$ cat src/rtl/id_ex_operand_stage.sv
// ID/EX pipeline register with load-use hazard detection and EX operand selection.
// Define ID_EX_FORWARD_EN for EX/MEM and MEM/WB forwarding; otherwise RAW hazards stall.
module id_ex_operand_stage #(
    parameter int DW = 32,
    parameter int RW = 5
) (
    input  logic          CLK,
    input  logic          Reset,
    input  logic          Flush,
    input  logic [DW-1:0] IdBusA,
    input  logic [DW-1:0] IdBusB,
    input  logic [DW-1:0] IdImm,
    input  logic [4:0]    IdShamt,
    input  logic [RW-1:0] IdRs,
    input  logic [RW-1:0] IdRt,
    input  logic [RW-1:0] IdRd,
    input  logic          IdUseRs,
    input  logic          IdUseRt,
    input  logic [3:0]    IdALUCtrl,
    input  logic          IdALUSrc,
    input  logic          IdUseShamt,
    input  logic          IdRegDst,
    input  logic          IdRegWrite,
    input  logic          IdMemRead,
    input  logic          IdMemWrite,
    input  logic          IdMemToReg,
    input  logic          MemRegWrite,
    input  logic [RW-1:0] MemRw,
    input  logic [DW-1:0] MemALUOut,
    input  logic          WbRegWrite,
    input  logic [RW-1:0] WbRw,
    input  logic [DW-1:0] WbData,
    output logic          Stall,
    output logic [DW-1:0] BusA,
    output logic [DW-1:0] BusB,
    output logic [3:0]    ALUCtrl,
    output logic [RW-1:0] ExRw,
    output logic [DW-1:0] ExStoreData,
    output logic          ExRegWrite,
    output logic          ExMemRead,
    output logic          ExMemWrite,
    output logic          ExMemToReg
);

    typedef struct packed {
        logic [DW-1:0] bus_a;
        logic [DW-1:0] bus_b;
        logic [DW-1:0] imm;
        logic [4:0]    shamt;
        logic [RW-1:0] rs;
        logic [RW-1:0] rt;
        logic [RW-1:0] rw;
        logic [3:0]    alu;
        logic          alu_src;
        logic          use_shamt;
        logic          reg_write;
        logic          mem_read;
        logic          mem_write;
        logic          mem_to_reg;
    } id_ex_t;

    id_ex_t id_pkt;
    id_ex_t ex_d;
    id_ex_t ex_q;

    logic          hit_ex;
    logic          raw;
    logic [DW-1:0] fwd_a;
    logic [DW-1:0] fwd_b;

    always_comb begin
        id_pkt            = '0;
        id_pkt.bus_a      = IdBusA;
        id_pkt.bus_b      = IdBusB;
        id_pkt.imm        = IdImm;
        id_pkt.shamt      = IdShamt;
        id_pkt.rs         = IdRs;
        id_pkt.rt         = IdRt;
        id_pkt.rw         = IdRegDst ? IdRd : IdRt;
        id_pkt.alu        = IdALUCtrl;
        id_pkt.alu_src    = IdALUSrc;
        id_pkt.use_shamt  = IdUseShamt;
        id_pkt.reg_write  = IdRegWrite;
        id_pkt.mem_read   = IdMemRead;
        id_pkt.mem_write  = IdMemWrite;
        id_pkt.mem_to_reg = IdMemToReg;
    end

    // ID instruction reads the register held in EX (r0 never hazards)
    always_comb begin
        hit_ex = (ex_q.rw != '0) &&
                 ((IdUseRs && (IdRs == ex_q.rw)) ||
                  (IdUseRt && (IdRt == ex_q.rw)));
    end

`ifdef ID_EX_FORWARD_EN

    function automatic logic [DW-1:0] fwd_sel(
        input logic [RW-1:0] r,
        input logic [DW-1:0] rf,
        input logic          mem_we,
        input logic [RW-1:0] mem_rw,
        input logic [DW-1:0] mem_val,
        input logic          wb_we,
        input logic [RW-1:0] wb_rw,
        input logic [DW-1:0] wb_val
    );
        logic [DW-1:0] v;
        v = rf;
        if (mem_we && (mem_rw != '0) && (mem_rw == r))
            v = mem_val;
        else if (wb_we && (wb_rw != '0) && (wb_rw == r))
            v = wb_val;
        return v;
    endfunction

    always_comb begin
        raw   = ex_q.mem_read & hit_ex;
        fwd_a = fwd_sel(ex_q.rs, ex_q.bus_a, MemRegWrite, MemRw,
                        MemALUOut, WbRegWrite, WbRw, WbData);
        fwd_b = fwd_sel(ex_q.rt, ex_q.bus_b, MemRegWrite, MemRw,
                        MemALUOut, WbRegWrite, WbRw, WbData);
    end

`else

    logic hit_mem;
    logic unused_sink;

    always_comb begin
        hit_mem = (MemRw != '0) &&
                  ((IdUseRs && (IdRs == MemRw)) ||
                   (IdUseRt && (IdRt == MemRw)));
    end

    // MEM/WB is covered by the write-first register file, so no stall for it
    always_comb begin
        raw = ((ex_q.reg_write | ex_q.mem_read) & hit_ex) |
              (MemRegWrite & hit_mem);
        fwd_a = ex_q.bus_a;
        fwd_b = ex_q.bus_b;
    end

    assign unused_sink = ^{MemALUOut, WbRegWrite, WbRw, WbData,
                           ex_q.rs, ex_q.rt};

`endif

    // a dead (flushed) ID instruction must not hold the front end
    assign Stall = ~Flush & raw;

    always_comb begin
        ex_d = id_pkt;
        if (Flush || Stall)
            ex_d = '0;
    end

    always_ff @(posedge CLK) begin
        if (Reset)
            ex_q <= '0;
        else
            ex_q <= ex_d;
    end

    assign BusA        = ex_q.use_shamt ?
                         {{(DW-5){1'b0}}, ex_q.shamt} : fwd_a;
    assign BusB        = ex_q.alu_src ? ex_q.imm : fwd_b;
    assign ExStoreData = fwd_b;
    assign ALUCtrl     = ex_q.alu;
    assign ExRw        = ex_q.rw;
    assign ExRegWrite  = ex_q.reg_write;
    assign ExMemRead   = ex_q.mem_read;
    assign ExMemWrite  = ex_q.mem_write;
    assign ExMemToReg  = ex_q.mem_to_reg;

endmodule

$ cat config.mk
export PLATFORM = sky130hd
export DESIGN_NAME = id_ex_operand_stage
export DESIGN_NICKNAME = d
export VERILOG_FILES = /design/src/rtl/id_ex_operand_stage.sv
export SDC_FILE = /design/constraint.sdc
export NUM_CORES = 1
export LEC_CHECK = 0
export CELL_PAD_IN_SITES_DETAIL_PLACEMENT = 2
export CELL_PAD_IN_SITES_GLOBAL_PLACEMENT = 2
export CORE_MARGIN = 3
export CORE_UTILIZATION = 17
export CTS_CLUSTER_SIZE = 10
export DETAILED_ROUTE_END_ITERATION = 16
export GPL_ROUTABILITY_DRIVEN = 0
export PLACE_DENSITY_LB_ADDON = 0.15
export SYNTH_ARGS = -nofsm -noshare
export SYNTH_HDL_FRONTEND = slang
export SYNTH_SLANG_ARGS = --single-unit
$ cat constraint.sdc
create_clock -name CLK -period 1.7 [get_ports CLK]
set_input_delay 0.255 -clock CLK [delete_from_list [all_inputs] [get_ports CLK]]
set_output_delay 0.255 -clock CLK [all_outputs]
set_load 0.02 [all_outputs]
After elaboration in Yosys (flattened, before gate mapping)
Index checks and enable logic that the tools add are counted.
{ "classes": {"eq_ne": 4, "mux": 3, "n_bitwise": 6, "n_reduce_logical": 12} }
{ "op_table": {"columns": ["operator", "n"], "rows": [
  ["two-way mux 32 bit", 2],
  ["== test 5 bit", 4],
  ["nonzero test 5 bit", 2],
  ["logical AND 1 bit", 6],
  ["two-way mux 5 bit", 1],
  ["bitwise AND 1 bit", 3],
  ["logical OR 1 bit", 3],
  ["bitwise OR 1 bit", 2],
  ["OR reduction 2 bit", 1],
  ["NOT 1 bit", 1]
]} }
{ "word_totals": {"register_bits": 116, "output_inout_bits": 110, "elab_cells": 37} }

Depth between registers and ports, before layout
{ "logic_depth": {"word_depth": 9, "ltp_mapped": 7} }

Least setup slack after synthesis
No wires, ideal clock.
{ "synth_path": {"path_type": "register to output", "from": "register ex_q, in the netlist ExRw[1]", "to": "output port Stall", "arrival_ps": 1628, "setup_slack_ps": -183, "path_stages_with_launch": 6, "n_path_buf": 1, "path_cell_list": "dfxtp_1 or4_1 o22a_1 a32oi_4 clkbuf_2 nor2_1"} }
{ "synth_between": {"elab_chain_len": 7, "elab_cells_between_ends": 10} }
{ "synth_lines": {"columns": ["element", "line", "text"], "rows": [
  ["from (decl)", "64", "id_ex_t ex_q;"],
  ["from (signal assigned)", "160", "ex_q <= '0;"],
  ["from (signal assigned)", "162", "ex_q <= ex_d;"],
  ["== test 5 bit (on tied branches)", "92, 93", null],
  ["logical AND 1 bit (on tied branches)", "92, 93", null],
  ["logical OR 1 bit", "92", "((IdUseRs && (IdRs == ex_q.rw)) ||"],
  ["logical AND 1 bit (*)", "91", "hit_ex = (ex_q.rw != '0) &&"],
  ["bitwise AND 1 bit (*)", "138", "raw = ((ex_q.reg_write | ex_q.mem_read) & hit_ex) |"],
  ["bitwise OR 1 bit (*)", "138", null],
  ["bitwise AND 1 bit (*)", "150", "assign Stall = ~Flush & raw;"],
  ["to (decl)", "33", "output logic Stall,"]
]} }
Mark *: on every way between the ends. The rest lies on a longest branch, timed or not.

Final worst setup path
Same ends and word-level chain as after synthesis.

==> results.toml <==
[run_status]
run_status = "finished with violations"
failing_checks = "setup timing"

[timing]
slew_viols_final = 0
final.setup.tns_ns = -34.46
finalWorstSetupSlack_ns = -0.438
hold_violations = 0
relSlewSlack = 0.807
tightestPinTransition_ns = 0.290
clock-skew-final_ns = 0.0138
setup_viol = 151
max_freq_mhz = 468
layout_min_cycle_time_ns = 2.14
finalCritPeriodShare = 1.26
rsz0062_at_grt = "yes"

[pwr]
power.switching_mw = 1.96
vdd.ir_drop.worst_mv = 0.475
p_sw_frac = 0.241
power.share.combinational = 0.160
power.density_cell_area_nw_per_um2 = 925
static-leakage-power_nw = 3.93
internal-power_mw = 6.15
pwr-share-seq = 0.355
p_clk_frac = 0.485

[global_route]
first_global_vias = 4557
globalRouteMet3Util = 0.0519
global_route.usage.met1 = 0.176
grtUsageMet2 = 0.236
antenna_violations_before_repair = 1
groute.usage.overall = 0.142
maximum_number_of_pins_on_one_net_before_global_route_repair = 62
gr-max-usage-layer = "met2"
grt-ovfl-total = 0
grt_pass1_wl_mm = 30.1

[logic_synthesis]
synth_top_cell_by_area = "sky130_fd_sc_hd__dfxtp_1"
ys.warnings.count = 0
synth.lib_cells_used.distinct = 20
synth_seq_cells = 116
seq_area_frac_synth = 0.520
netlist.area_leader.share = 0.520
synth_area_um2 = 4470
syn-instance-count = 411
mappedNetlistNets = 619
yosys-top-cells-area = "sky130_fd_sc_hd__dfxtp_1 (52%), sky130_fd_sc_hd__and3_1 (15%), sky130_fd_sc_hd__mux2_2 (11%), sky130_fd_sc_hd__buf_4 (6.9%), sky130_fd_sc_hd__xnor2_1 (3.9%)"
syn-mean-instance-area_um2 = 10.9

[cells_and_area]
post_route_cells_drive_above_1_share = 0.350
design.final.nets = 875
flow.area_growth_from_synthesis_pct = 96.3
n_fill_cell = 2693
layout.area.seq_um2 = 2330
final_util = 0.344
multiInputGateArea_um2 = 1960
antenna-diode-count = 0

[placement]
detailedPlacementHpwl_mm = 12.1
dpl_worst_slack_ns = -1.02
buffer_ports.inserted = 247

[clock_tree]
max-clock-path-buffers = 2
cts_tree = "yes"
worst_skew_pair.late_latency_ns = 0.41
clkSinkCount = 116
numCtsBuffers = 17
cts.reportedPaths.clkPinSlew_ns = 0.06
clock_tree.root_cell = "sky130_fd_sc_hd__clkbuf_16"
post_cts_hold_buffer_count = 0
cts_max_level = 4

[setup_path]
rr_endpoint = "ex_q[52]$_SDFF_PP0_"
timing.reg2reg.worst_path_depth = 8
cp.required_ns = 1.44
critical_path_arrival_ns = 1.88
register_to_register_setup_slack_ns = -0.36
worst_r2r_startpoint = "ExRw[1]$_SDFF_PP0_"
critPathKind = "flop to output pin"
endpoint_kind = "output pin"
worstPathMaxFanout = 2
cp-start-kind = "flop"

[drt]
drt-pass1-iter-count = 4
total_wire_length_after_detailed_routing_mm = 20.5
ant_nets = 0
wl_per_cell_um = 20.3
vias_per_cell = 3.97
drt_drc_violations_left = 0
violation_count_after_the_first_detailed_routing_iteration = 131
via_count = 4008

[floorplanning]
num_rows = 58
floorplan.die.height_um = 168
top_level_i_o_count = 318
dieWidth_um = 168
floorplan.die_area_um2 = 28200
core-area_um2 = 25500
initial_utilization = 0.175

[hold_path]
min-delay-start = "IdBusA[21]"
hold_path_end = "fwd_a[21]$_SDFF_PP0_"
holdPathStages = 2
holdCritPathClass = "primary input to flop"

[flow_run]
max_cap_viol_count = 0
cell usage after synthesis (all sizes together):
library cell and instances:
nor3 1, o22ai 2, and3 116, o22a 1
mux2 42, nand2 5, or4 1, clkbuf 24
nor2b 27, buf 48, dfxtp 116, nand4 4
xnor2 20, a32oi 1, nor2 3
power by group through the flow:
stage / clock network (mW) / registers, mW / logic (mW)
5_1_grt: 4.20 / 2.89 / 1.38
3_3_place_gp: 0 / 2.93 / 1.09
6_report: 3.93 / 2.88 / 1.30
2_1_floorplan: 0 / 2.93 / 0.481
4_1_cts: 4.05 / 2.88 / 1.19
3_5_place_dp: 0 / 2.94 / 1.10
critical path, cell delays in order, from the launching register on:
cell,delay [ns]
sky130_fd_sc_hd__dfxtp_2,0.32
sky130_fd_sc_hd__or4_4,0.52
sky130_fd_sc_hd__o22a_1,0.21
sky130_fd_sc_hd__a32oi_4,0.21
sky130_fd_sc_hd__nor2_2,0.08
sky130_fd_sc_hd__buf_6,0.14
sequential cells by signal, indices dropped and copies added (netlist names):
| signal | flops |
|---|---|
| ExRw | 5 |
| ExMemRead | 1 |
| ex_q | 39 |
| ExRegWrite | 1 |
| ExMemWrite | 1 |
| ExStoreData | 32 |
| fwd_a | 32 |
| ExMemToReg | 1 |
| ALUCtrl | 4 |
final cells by class:
| cell class | count | share of cell area |
|---|---|---|
| clock buffer | 19 | 0.0505 |
| clock inverter | 13 | 0.0227 |
| multi-input combinational | 223 | 0.224 |
| sequential | 116 | 0.266 |
| tap | 330 | 0.0471 |
| timing repair buffer | 309 | 0.390 |
how the worst max path moves through the flow:
stage / from / endpoint / slack (ns)
after floorplan: ExRw[1]$_SDFF_PP0_ / Stall / -0.11
after global placement: IdRt[1] / ex_q[5]$_SDFF_PP0_ / -0.96
after detailed placement: IdRt[1] / ex_q[4]$_SDFF_PP0_ / -1.02
after CTS: ExRw[1]$_SDFF_PP0_ / Stall / -0.46
after global routing: ExRw[1]$_SDFF_PP0_ / Stall / -0.51
final: ExRw[1]$_SDFF_PP0_ / Stall / -0.44
timing repair:
item                       CTS  global route
setup endpoints to repair  186           157
setup buffers               20            16
pin swaps                    0            25
cloned                      16             2
gates resized for setup    283           168
cells by family after synthesis:
kind of cell | synth area share
flip-flops | 0.520
AND/OR/NAND/NOR | 0.217
multiplexers | 0.106
XOR/XNOR | 0.0392
buffers and inverters | 0.106
AO/OA/AOI/OAI | 0.0109
through the flow:
stage               instances  hold WS [ns]  power (mW)  instance area (µm²)
CTS                      1001         0.384        8.12                 8240
detailed placement        933         0.836        4.04                 7080
finish                   1010         0.410        8.11                 8760
floorplan                 411         0.401        3.41                 4480
global placement          933         0.827        4.03                 7080
global route             1010         0.390        8.47                 8760
per-layer routing:
layer	up-vias	routed length, µm
met4	0	173
met2	153	10000
met5	-	0
li1	1884	-
met1	1960	8820
met3	11	1500
cells in the final DEF, fill, tap and decap left out, types with 19 or more instances in the layout:
cell                              count
sky130_fd_sc_hd__buf_4               22
sky130_fd_sc_hd__and3_1              86
sky130_fd_sc_hd__buf_2               20
sky130_fd_sc_hd__clkbuf_16           19
sky130_fd_sc_hd__xnor2_1             20
sky130_fd_sc_hd__nor2b_1             23
sky130_fd_sc_hd__clkdlybuf4s50_1    176
sky130_fd_sc_hd__mux2_4              28
sky130_fd_sc_hd__buf_6               45
sky130_fd_sc_hd__dfxtp_1            113
sky130_fd_sc_hd__and3_4              30
sky130_fd_sc_hd__buf_12              22
No activity file was read; power rests on OpenSTA's default activity.
